File: config.mk
export PLATFORM = sky130hd
export DESIGN_NAME = stage_fetch
export DESIGN_NICKNAME = d
export VERILOG_FILES = /design/src/rtl/stage_fetch.sv
export SDC_FILE = /design/constraint.sdc
export NUM_CORES = 1
export LEC_CHECK = 0
export CAP_MARGIN = 20
export CELL_PAD_IN_SITES_DETAIL_PLACEMENT = 0
export CELL_PAD_IN_SITES_GLOBAL_PLACEMENT = 1
export CORE_ASPECT_RATIO = 0.7
export CORE_MARGIN = 2
export CORE_UTILIZATION = 31
export DETAILED_ROUTE_END_ITERATION = 6
export MAX_ROUTING_LAYER = met4
export PLACE_DENSITY = 0.84
export REMOVE_ABC_BUFFERS = 1
export SYNTH_ARGS = -nofsm -noshare
export SYNTH_HDL_FRONTEND = slang
export SYNTH_SLANG_ARGS = --single-unit
File: constraint.sdc
create_clock -name clk -period 2.56 [get_ports clk]
set_input_delay 0.512 -clock clk [delete_from_list [all_inputs] [get_ports clk]]
set_output_delay 0.512 -clock clk [all_outputs]
set_load 0.02 [all_outputs]
File: src/rtl/stage_fetch.sv
// Fetch stage: owns the PC and the F/D register, with delay-slot redirect via next_pc.
// Optional fetch address checking is built when FETCH_EXC_EN is defined.
module stage_fetch #(
  parameter logic [31:0] RESET_PC   = 32'h0000_3000
`ifdef FETCH_EXC_EN
  ,
  parameter logic [31:0] IMEM_BASE  = 32'h0000_3000,
  parameter int unsigned IMEM_WORDS = 4096
`endif
) (
  input  logic        clk,
  input  logic        reset_n,
  input  logic        stall,
  input  logic [31:0] next_pc,
  output logic        imem_req,
  output logic [31:0] imem_addr,
  input  logic [31:0] imem_rdata,
  input  logic        imem_ready,
  output logic [31:0] pc_f,
  output logic [31:0] pc_d,
  output logic [31:0] instr_d,
  output logic        valid_d,
  output logic        fetch_busy,
  output logic        exc_d
);

  typedef enum logic [1:0] {
    S_RST,
    S_RUN,
    S_WAIT
  } state_e;

  state_e      state_q, state_d;
  logic [31:0] pc_q, pcd_q, instr_q;
  logic        valid_q;
  logic        illegal;
  logic        live;
  logic        ready_eff;
  logic        adv;

`ifdef FETCH_EXC_EN
  localparam logic [31:0] IMEM_LIMIT =
    IMEM_BASE + 32'(IMEM_WORDS * 4);

  assign illegal = (pc_q[1:0] != 2'b00)
                 | (pc_q < IMEM_BASE)
                 | (pc_q >= IMEM_LIMIT);
`else
  assign illegal = 1'b0;
`endif

  // Illegal fetches never touch memory, so they complete at once.
  assign live      = (state_q != S_RST);
  assign ready_eff = illegal | imem_ready;
  assign adv       = live & ready_eff & ~stall;

  always_comb begin
    state_d    = state_q;
    imem_req   = 1'b0;
    fetch_busy = 1'b0;
    unique case (state_q)
      S_RST: begin
        state_d = S_RUN;
      end
      S_RUN, S_WAIT: begin
        imem_req   = ~illegal;
        fetch_busy = ~ready_eff;
        state_d    = ready_eff ? S_RUN : S_WAIT;
      end
      default: begin
        state_d = S_RST;
      end
    endcase
  end

  always_ff @(posedge clk) begin
    if (!reset_n) begin
      state_q <= S_RST;
    end else begin
      state_q <= state_d;
    end
  end

  always_ff @(posedge clk) begin
    if (!reset_n) begin
      pc_q    <= RESET_PC;
      pcd_q   <= 32'h0;
      instr_q <= 32'h0;
      valid_q <= 1'b0;
    end else if (adv) begin
      pc_q    <= next_pc;
      pcd_q   <= pc_q;
      instr_q <= illegal ? 32'h0 : imem_rdata;
      valid_q <= 1'b1;
    end
  end

`ifdef FETCH_EXC_EN
  logic exc_q;

  always_ff @(posedge clk) begin
    if (!reset_n) begin
      exc_q <= 1'b0;
    end else if (adv) begin
      exc_q <= illegal;
    end
  end

  assign exc_d = exc_q;
`else
  assign exc_d = 1'b0;
`endif

  assign imem_addr = pc_q;
  assign pc_f      = pc_q;
  assign pc_d      = pcd_q;
  assign instr_d   = instr_q;
  assign valid_d   = valid_q;

endmodule

# Yosys cells after proc, flatten, opt, wreduce, memory -nomap -nowiden
# Cells that the tools add are included.
# totals
inputBits	68
out_inout_bits	132
regBits	99
wordCells	18
# classes
mux	4
n_eq_ne	2
bitwise	4
n_reduce_logical	3
# op_table
cell	count
one-hot mux 2 bit (2 select lines)	1
AND 1 bit	2
equality test 2 x 1 -> 1 bit, second input constant	1
equality test 2 bit, second input constant	1
logical NOT 2 bit	1
two-way mux 1 bit	2
two-way mux 2 bit	1
inverter 1 bit	2
nonzero test 2 bit	1
OR reduction 2 bit	1

# Depth between registers and ports, before layout
# Gate-level depths: netlist (run 1).
# depth
word_depth	3
depth_mapped	7
mapped_depth_nobuf	4

# Least setup slack after synthesis (run 1)
# Ideal clock, no wire load.
# synth_timing
kind	register to output
from	reg state_q[0]
to	out fetch_busy
path_slack_ps	912
arrival_time_ps	1136
path_buffers	0
path_stages_with_launch	4
t_required_ps	2048
path_cell_list	dfxtp_1 > inv_1 > ha_1 > nor2b_1
# synth_between
elab_chain_cells	3
elab_cells_between_ends	4
classes_between	eq/ne: 2; mux: 1; reduce/logical: 1
# synth_lines
item	line_no	rtl
start: declaration	33	state_e state_q, state_d;
start signal: assignment	80	state_q <= state_d;
equality test 2 x 1 -> 1 bit / equality test 2 bit (equally long branches)	61	unique case (state_q)
OR reduction 2 bit *	61	
two-way mux 1 bit *	61	
end: declaration	23	output logic fetch_busy,
# Every way passes the cells marked *; elsewhere a longest branch is shown, timed or not.

# Worst setup path in the final report (run 1)
# Same ends and word-level chain as after synthesis.

==> key figures, run 1 <==
Status
  – Run status: completed

Clock tree
  – CTS Root Cell: clkbuf_16
  – Count of hold buffers inserted by post-cts repair: 0
  – Gates resized, CTS repair: 0
  – Setup fix buffers added after clock tree synthesis: 0
  – CTS clock-pin slew for the worst setup and hold paths: 0.06 ns
  – CTS Buffer Depth: 2
  – Num CTS Buffers: 9
  – Worst-skew pair later-pin latency: 0.33 ns
  – CTS H-tree depth: 3
  – Num Clock Sinks: 99
  – CTS tree: built

Synth
  – Leading cell types by count after synthesis: 158 x nand2_1, 99 x dfxtp_1, 94 x mux2i_1, 40 x buf_4
  – Cell taking the most area after synthesis: dfxtp_1
  – Cell area after synthesis: 4080 sq um
  – Synth Area per Inst: 9.48 sq um
  – Total number of yosys warnings: 0
  – Seq/Total Area, Yosys: 0.486
  – Ranking of synthesized cells by area: dfxtp_1 49%, mux2i_1 23%, nand2_1 15%, buf_4 7.4%, buf_2 1.1%
  – Primary FF master, synth: dfxtp_1
  – Seq cells post-synth: 99
  – Number of enable-type register cells in the synthesized netlist: 0
  – Async set or reset register ratio after synthesis: 0
  – Synth unique cells: 19
  – Fraction of post-synthesis cell area in the top cell type by area: 0.486
  – Most common cell in the netlist: nand2_1
  – Synthesized netlist cell count: 430

Route
  – Highest signal layer in the routed design: met4
  – ANT nets after route: 0
  – Starting DRC count in detailed routing: 84
  – Total wire length: 9.78 mm
  – Residual DRC count: 0
  – Wire length on met3: 800 microns
  – Routed metal-1 wirelength: 4.55 mm
  – Total vias in the final route: 3329
  – Detailed-route vias per instance: 4.43
  – Met2 Wirelength: 4.33 mm
  – DR pass1 iterations: 4
  – Routed WL per cell: 13.0 microns

GRT
  – Maximum number of pins on one net before global-route repair: 90
  – Antenna violations before repair: 0
  – Vias in the first global route: 3234
  – Wire length of the first global-routing pass: 15.6 mm
  – Aggregate global-route resource usage: 0.141
  – Leftover overflow at the end of global routing: 0

Die
  – Top-level port count: 200
  – Die Y: 100 microns
  – Standard cell core area: 13000 sq um
  – Die width: 141 microns
  – Initial core utilization: 0.314
  – Total Die Area: 14100 sq um
  – Number of placement rows: 35

Layout
  – Final non-filler cell area: 6230 sq um
  – Number of nets in the finished design: 651
  – Number of antenna repair diodes: 0
  – Layout area overhead: 52.9%
  – Count of non-filler cells in the finished layout: 751
  – Share of cells above drive strength 1: 0.0342

STA
  – Setup clock skew after layout: 0.00502 ns
  – Highest clock frequency the design can meet: 424 MHz
  – Final cycle utilization of the critical path: 0.922
  – Unrepaired setup endpoints after global routing: no
  – Setup violators final: 0
  – Final Max Tran Viols: 0
  – Number of hold violations in the final report: 0
  – Final critical path time including I/O delays and setup: 2.36 ns
  – Final setup margin: 0.200 ns

Hold path
  – Hold Path Stages: 2
  – Startpoint of the worst hold path: pc_d[12]
  – Type of the worst min-delay path: reg2reg
  – Worst Hold End: pc_d[12]

Place
  – Routability-driven placement congestion ratio: 0.736
  – DP HPWL: 7.00 mm
  – Total instance count after detailed placement: 736
  – Placed Area: 5920 sq um
  – Post-placement setup slack: 0.257 ns
  – IO Port Bufs: 198

Power and ir drop
  – Internal Dissipation: 2780 uW
  – Proportion of total power due to net switching: 0.237
  – Power per cell area: 584 nW/um^2
  – Seq pwr share: 0.449
  – Peak supply drop: 0.291 mV
  – Leakage component of the power: 0.00224 uW
  – Clock power frac: 0.393
  – Sw Pwr: 861 uW
  – Final total power: 3640 uW
  – Share of total power in combinational logic: 0.158

Worst setup path
  – CP Data Arrival Time: 1.85 ns
  – Crit Reg-Reg Endpoint: pc_d[24]
  – Number of cells traversed by the worst register-to-register path: 5
  – Critical Path Fanout Max: 3
  – Data required time of the worst path: 2.05 ns
  – Launch point of the worst reg-to-reg path: state_q[0]
  – CP Class: reg2out
  – Worst setup EP type: primary output
  – Startpoint Class: flop
  – Worst setup startpoint: state_q[0]
  – Reg2Reg Setup Slack: 0.84 ns

Run
  – Max-capacitance violation count: 0
## cell families after synthesis
group / Yosys count / share of synthesized area
multiplexers: 94 / 0.231
AND/OR/NAND/NOR: 164 / 0.159
flip-flops: 99 / 0.486
adder cells (fa/ha/maj): 2 / 0.00614
buffers and inverters: 66 / 0.110
AO/OA/AOI/OAI: 4 / 0.00675
other: 1 / 0.000920
## registers in the layout, summed over array words and instances (netlist names)
register / count
pc_d: 32
state_q: 2
valid_d: 1
instr_d: 32
imem_addr: 32
## how the worst max path moves through the flow
stage                              end  depth (start not counted)
after global routing        fetch_busy                          4
after global placement      fetch_busy                          3
final                       fetch_busy                          4
after detailed placement    fetch_busy                          3
after floorplan           imem_addr[0]                          4
after CTS                   fetch_busy                          4
## area by class of cell
type | instances | area, sq um
clock buffer | 11 | 243
clock inverter | 4 | 75.1
fill | 1215 | 6770
inverter | 4 | 15.0
multi-input combinational | 265 | 1650
sequential | 99 | 1980
tap | 166 | 208
timing repair buffer | 202 | 2060
## power groups by stage
stage / combinational (uW) / sequential [uW] / clock (uW)
global route: 617 / 1640 / 1570
CTS: 582 / 1630 / 1490
finish: 576 / 1630 / 1430
floorplan: 188 / 1750 / 0
global placement: 573 / 1660 / 0
detailed placement: 579 / 1670 / 0
## worst max-delay path, cell delays in order, from the launching register on
cell	delay (ns)
dfxtp_1	0.34
inv_1	0.05
ha_1	0.32
nor2b_1	0.18
clkdlybuf4s50_1	0.62
## metrics by stage
step / utilization / hold WS (ns) / TNS [ns]
detailed placement: 0.455 / 0.447 / 0
global placement: 0.455 / 0.442 / 0
floorplan: - / 0.527 / -374.68
finish: 0.479 / 0.455 / 0
CTS: 0.479 / 0.458 / 0
global route: 0.479 / 0.477 / 0
## cell usage in the layout (no fill, tap or decap)
cell,netlist,final
a21oi_1,1,1
and2_1,1,1
buf_12,0,4
buf_4,40,1
bufinv_16,0,2
clkbuf_1,9,1
clkbuf_16,0,9
clkbuf_8,0,1
clkdlybuf4s50_1,0,197
clkinvlp_4,0,2
conb_1,1,1
dfxtp_1,99,99
ha_1,2,2
inv_1,4,4
mux2i_1,94,94
nand2_1,158,158
nor2b_1,1,1
nor3b_1,1,1
nor3b_4,0,1
o211ai_1,2,2
o21a_1,1,1
or4bb_1,2,2
## metal layers
layer  GRT usage  vias up
li1            -     1651
met1       0.173     1546
met2       0.220      122
met3      0.0520       10
met4      0.0415        0
met5           -        -
No activity file was read; power rests on OpenSTA's default activity.
==> run 2, diff against run 1 <==
--- a/config.mk
+++ b/config.mk
@@ -5,13 +5,14 @@
 export SDC_FILE = /design/constraint.sdc
 export NUM_CORES = 1
 export LEC_CHECK = 0
-export CAP_MARGIN = 20
+export CAP_MARGIN = 0
 export CELL_PAD_IN_SITES_DETAIL_PLACEMENT = 0
 export CELL_PAD_IN_SITES_GLOBAL_PLACEMENT = 1
 export CORE_ASPECT_RATIO = 0.7
 export CORE_MARGIN = 2
 export CORE_UTILIZATION = 31
 export DETAILED_ROUTE_END_ITERATION = 6
+export HOLD_SLACK_MARGIN = 0.08
 export MAX_ROUTING_LAYER = met4
 export PLACE_DENSITY = 0.84
 export REMOVE_ABC_BUFFERS = 1
==> results of run 2 <==
The final DEF is identical to that of run 1; final timing and power are the same.
